File: src/rtl/clk_gate_ctrl.sv
// Sleep/wake controller producing the functional clock enable for the core gate.
// Runs on the free-running clock. Drains the bus before gating, then settles on wake.
module clk_gate_ctrl #(
  parameter int unsigned DrainCycles = 4,
  parameter int unsigned WakeCycles  = 2
) (
  input  logic       clk_i,
  input  logic       rst_i,
  input  logic       sleep_req_i,
  input  logic       busy_i,
  input  logic       irq_pending_i,
  input  logic       debug_req_i,
  output logic       clk_en_o,
  output logic       core_sleep_o,
  output logic       wake_o,
  output logic       abort_o,
  output logic [1:0] state_o
);

  localparam int unsigned MaxCycles =
    (DrainCycles > WakeCycles) ? DrainCycles : WakeCycles;
  localparam int unsigned CntW = $clog2(MaxCycles + 1);

  localparam logic [CntW-1:0] DrainLast = CntW'(DrainCycles - 1);
  localparam logic [CntW-1:0] WakeLast  = CntW'(WakeCycles - 1);
  localparam logic [CntW-1:0] CntOne    = CntW'(1);

  typedef enum logic [1:0] {
    RUN   = 2'd0,
    DRAIN = 2'd1,
    SLEEP = 2'd2,
    WAKE  = 2'd3
  } state_e;

  state_e          state;
  state_e          state_n;
  logic [CntW-1:0] cnt;
  logic [CntW-1:0] cnt_n;

  logic wake_src;
  logic clk_en_n;
  logic core_sleep_n;
  logic wake_n;
  logic abort_n;

  assign wake_src = irq_pending_i | debug_req_i;

  always_ff @(posedge clk_i or posedge rst_i) begin
    if (rst_i) begin
      state <= RUN;
      cnt   <= '0;
    end else begin
      state <= state_n;
      cnt   <= cnt_n;
    end
  end

  always_comb begin
    state_n = state;
    cnt_n   = cnt;
    wake_n  = 1'b0;
    abort_n = 1'b0;
    case (state)
      RUN: begin
        if (sleep_req_i && !wake_src) begin
          state_n = DRAIN;
          cnt_n   = '0;
        end
      end
      DRAIN: begin
        if (wake_src || !sleep_req_i) begin
          state_n = RUN;
          cnt_n   = '0;
          abort_n = 1'b1;
        end else if (busy_i) begin
          cnt_n = '0;
        end else if (cnt == DrainLast) begin
          state_n = SLEEP;
          cnt_n   = '0;
        end else begin
          cnt_n = cnt + CntOne;
        end
      end
      SLEEP: begin
        if (wake_src) begin
          state_n = WAKE;
          cnt_n   = '0;
        end
      end
      WAKE: begin
        if (cnt == WakeLast) begin
          state_n = RUN;
          cnt_n   = '0;
          wake_n  = 1'b1;
        end else begin
          cnt_n = cnt + CntOne;
        end
      end
      default: begin
        state_n = RUN;
        cnt_n   = '0;
      end
    endcase
    // Outputs follow the next state so they are registered alongside it.
    clk_en_n     = (state_n != SLEEP);
    core_sleep_n = (state_n == SLEEP) || (state_n == WAKE);
  end

  always_ff @(posedge clk_i or posedge rst_i) begin
    if (rst_i) begin
      clk_en_o     <= 1'b1;
      core_sleep_o <= 1'b0;
      wake_o       <= 1'b0;
      abort_o      <= 1'b0;
    end else begin
      clk_en_o     <= clk_en_n;
      core_sleep_o <= core_sleep_n;
      wake_o       <= wake_n;
      abort_o      <= abort_n;
    end
  end

  assign state_o = state;

endmodule

File: config.mk
export PLATFORM = sky130hd
export DESIGN_NAME = clk_gate_ctrl
export DESIGN_NICKNAME = d
export VERILOG_FILES = /design/src/rtl/clk_gate_ctrl.sv
export SDC_FILE = /design/constraint.sdc
export NUM_CORES = 1
export LEC_CHECK = 0
export BUFFER_PORTS_ARGS = -buffer_cell sky130_fd_sc_hd__buf_4
export CORE_AREA = 4 4 41 43
export DETAILED_ROUTE_END_ITERATION = 12
export DIE_AREA = 0 0 45 47
export GPL_TIMING_DRIVEN = 0
export HOLD_SLACK_MARGIN = 0.08
export PLACE_DENSITY_LB_ADDON = 0.05
export SLEW_MARGIN = 25
export SYNTH_ARGS = -nofsm -noshare
export SYNTH_HDL_FRONTEND = slang
export SYNTH_SLANG_ARGS = --single-unit
File: constraint.sdc
create_clock -name clk_i -period 1.75 [get_ports clk_i]
set_input_delay 0 -clock clk_i [delete_from_list [all_inputs] [get_ports clk_i]]
set_output_delay 0 -clock clk_i [all_outputs]
set_load 0.01 [all_outputs]
==> reports/results.ini <==
[status]
status = complete, no violations

[route]
top_layer = met4
m1WireLength_um = 459
via_per_inst = 5.11
wl_um = 980
met3_length_um = 69
ant_nets = 0
drc = 0
vias = 434
wl_per_cell_um = 11.5
met2WireLength_um = 419
firstDrtPassIters = 4
drtIter0Drc = 25

[critical_path]
path_depth = 3
slowest_stage = or4b_4
worstSetupPathType = reg2reg
crit_chain = or4b_4 > or4_4 > o211ai_2
critPathLaunchType = flip-flop
reg2reg_slack_ps = 190
crit_buf_inv = 0
end_kind = flip-flop
crit_end = cnt[1]
cpLargestDelayFamily = simple AND/OR/NAND/NOR gates
crit_path_max_incr_delay_ps = 570
crit_fanout = 5
worstPathArrival_ps = 1740
r2r-end = cnt[1]
cp-startpoint = state_o[1]
r2r_cells = 3
crit_required_ps = 1930
r2r-start = state_o[1]

[sta]
hold_viol_final = 0
max_freq_ghz = 0.640
drv_slew = 0
relSlewSlack_pct = 76.7
worst_slew_pin_slew_ps = 349
rsz0062_at_grt = false
min_period_ps = 1560
fin_skew_ps = 1.91
final.setup.tns_ps = 0
fin_crit_sh_pct = 89.2
setup_violations = 0
fin_ws_ps = 189

[die]
io_pins = 12
die_area_um2 = 2120
dieHeight_um = 47
die_x_um = 45
initial_core_util_pct = 38.8
core_um2 = 1300
fp-row-count = 13

[clock_network]
cts_tree = done
clkLatencyLatePin_ps = 250
post_cts_buffers = 0
cts.sinks = 9
cts_max_level = 1
hold_buffers = 5
numCtsBuffers = 3
cts_buffer_depth = 2
ctsResizeCount = 0
clockRootBuffer = clkbuf_4
cts.clk_slew.worst_paths_ps = 50

[yosys]
synth_area_leader_cell = dfrtp_1
ys_types = 24
yosysMostFrequentCell = dfrtp_1
ys_seq_area_share_pct = 44.9
synth.cell_area_um2 = 504
synthArstFlopShare_pct = 100
syn_area_per_cell_um2 = 10.1
ys_ff_latch = 9
synth.area.top_cells = dfrtp_1, ha_1, dfstp_2, inv_1, nand3b_1
synth_top_cells_by_count = dfrtp_1, inv_1, ha_1
ys.flop_type = dfrtp_1
syn_nets = 60
yosys_warnings = 0
synth-edff-count = 0
synthCells = 50
synth_top_area_share_pct = 39.7

[global_route]
grt_max_degree = 11
grt_usage_pct = 11.1
overflow = 0
grt_pass1_vias = 385
grt_pass1_wl_um = 1620
antenna_found_initial = 0

[finish]
nNetsFinal = 81
drive_gt1_share_pct = 25.7
antennaDiodeCount = 0
syn_to_final_growth_pct = 35.2
final_cell_count_no_fill = 85

[place]
io_buffers = 11
pre_cts_slack_ps = 194
dpl.cell_count = 76
gp_congestion = 0.707
dp_hpwl_um = 751

[run]
cap_viol_max_count = 0

[pwr]
p_leak_uw = 0.000307
powerDensity_nw_per_um2 = 1080
irDropWorstVdd_mv = 0.325

[hold_path]
min_path_type = in2reg

logic make-up (layout without fill, tap and decap cells):
kind of cell,Yosys count,after routing,synth area share (%)
simple gates,19,19,24.6
compound gates,10,10,14.6
fa+ha+maj,4,4,9.93
buf+inv,8,28,5.96
flops,9,9,44.9
layout by cell type, fill, tap and decap left out:
cell	instances
dfrtp_1	8
a31oi_1	1
a22oi_1	1
or3_1	2
nand2b_1	2
o21ai_1	2
nand4b_1	1
dfstp_2	1
nor3b_1	1
and3_1	1
o211ai_2	1
o21ai_0	1
clkbuf_1	3
or4b_4	1
o311ai_1	1
buf_4	11
ha_1	4
nand3_1	2
inv_1	6
or4_4	1
o31ai_1	2
nand3b_1	3
nand2_1	2
nor2_1	3
dlygate4sd3_1	5
clkbuf_4	3
o221ai_1	1
worst min-delay path, stage by stage:
cell and delay, ps:
buf_4 80, nand3b_1 170, o31ai_1 90
state kept, by name, summed over array words and instances (netlist names):
register      flops
wake_o            1
core_sleep_o      1
cnt               3
clk_en_o          1
abort_o           1
state_o           2
area by class of cell:
cell class / instances / area, um^2
multi-input cells: 33 / 248
repair buffers: 16 / 133
clock buffers: 4 / 26.3
flip-flops and latches: 9 / 226
plain buffers: 2 / 7.51
fillers: 124 / 619
well taps: 15 / 18.8
inverters: 6 / 22.5
per-stage QoR:
stage | cell area [um^2] | power, uW | hold WS [ps] | utilization [%]
2_1_floorplan | 504 | 468 | -173 | -
3_3_place_gp | 606 | 577 | -25.3 | 46.5
3_5_place_dp | 606 | 578 | -32.5 | 46.5
4_1_cts | 682 | 739 | 126 | 52.4
5_1_grt | 682 | 795 | 137 | 52.4
6_report | 682 | 736 | 130 | 52.4
power by group:
group	internal [uW]	switching, uW	total, uW
Sequential	260	33.1	293
Combinational	131	160	292
Clock	87.3	63.9	151
metal layers:
metal  vias to the layer above  GRT usage, %
met5                         -             0
met4                         0          12.3
met3                         4          1.53
met2                        18          14.1
met1                       191          14.9
li1                        221             -
worst min-delay path by stage:
stage / depth (start not counted) / slack (ps) / from / endpoint
final: 3 / 130 / busy_i / core_sleep_o
after detailed placement: 2 / -30 / rst_i / cnt[2]
after CTS: 3 / 130 / busy_i / core_sleep_o
after global placement: 2 / -30 / rst_i / cnt[0]
after global routing: 3 / 140 / busy_i / core_sleep_o
after floorplan: 1 / -170 / rst_i / abort_o
Note: power is estimated with default switching activity, not from simulation.
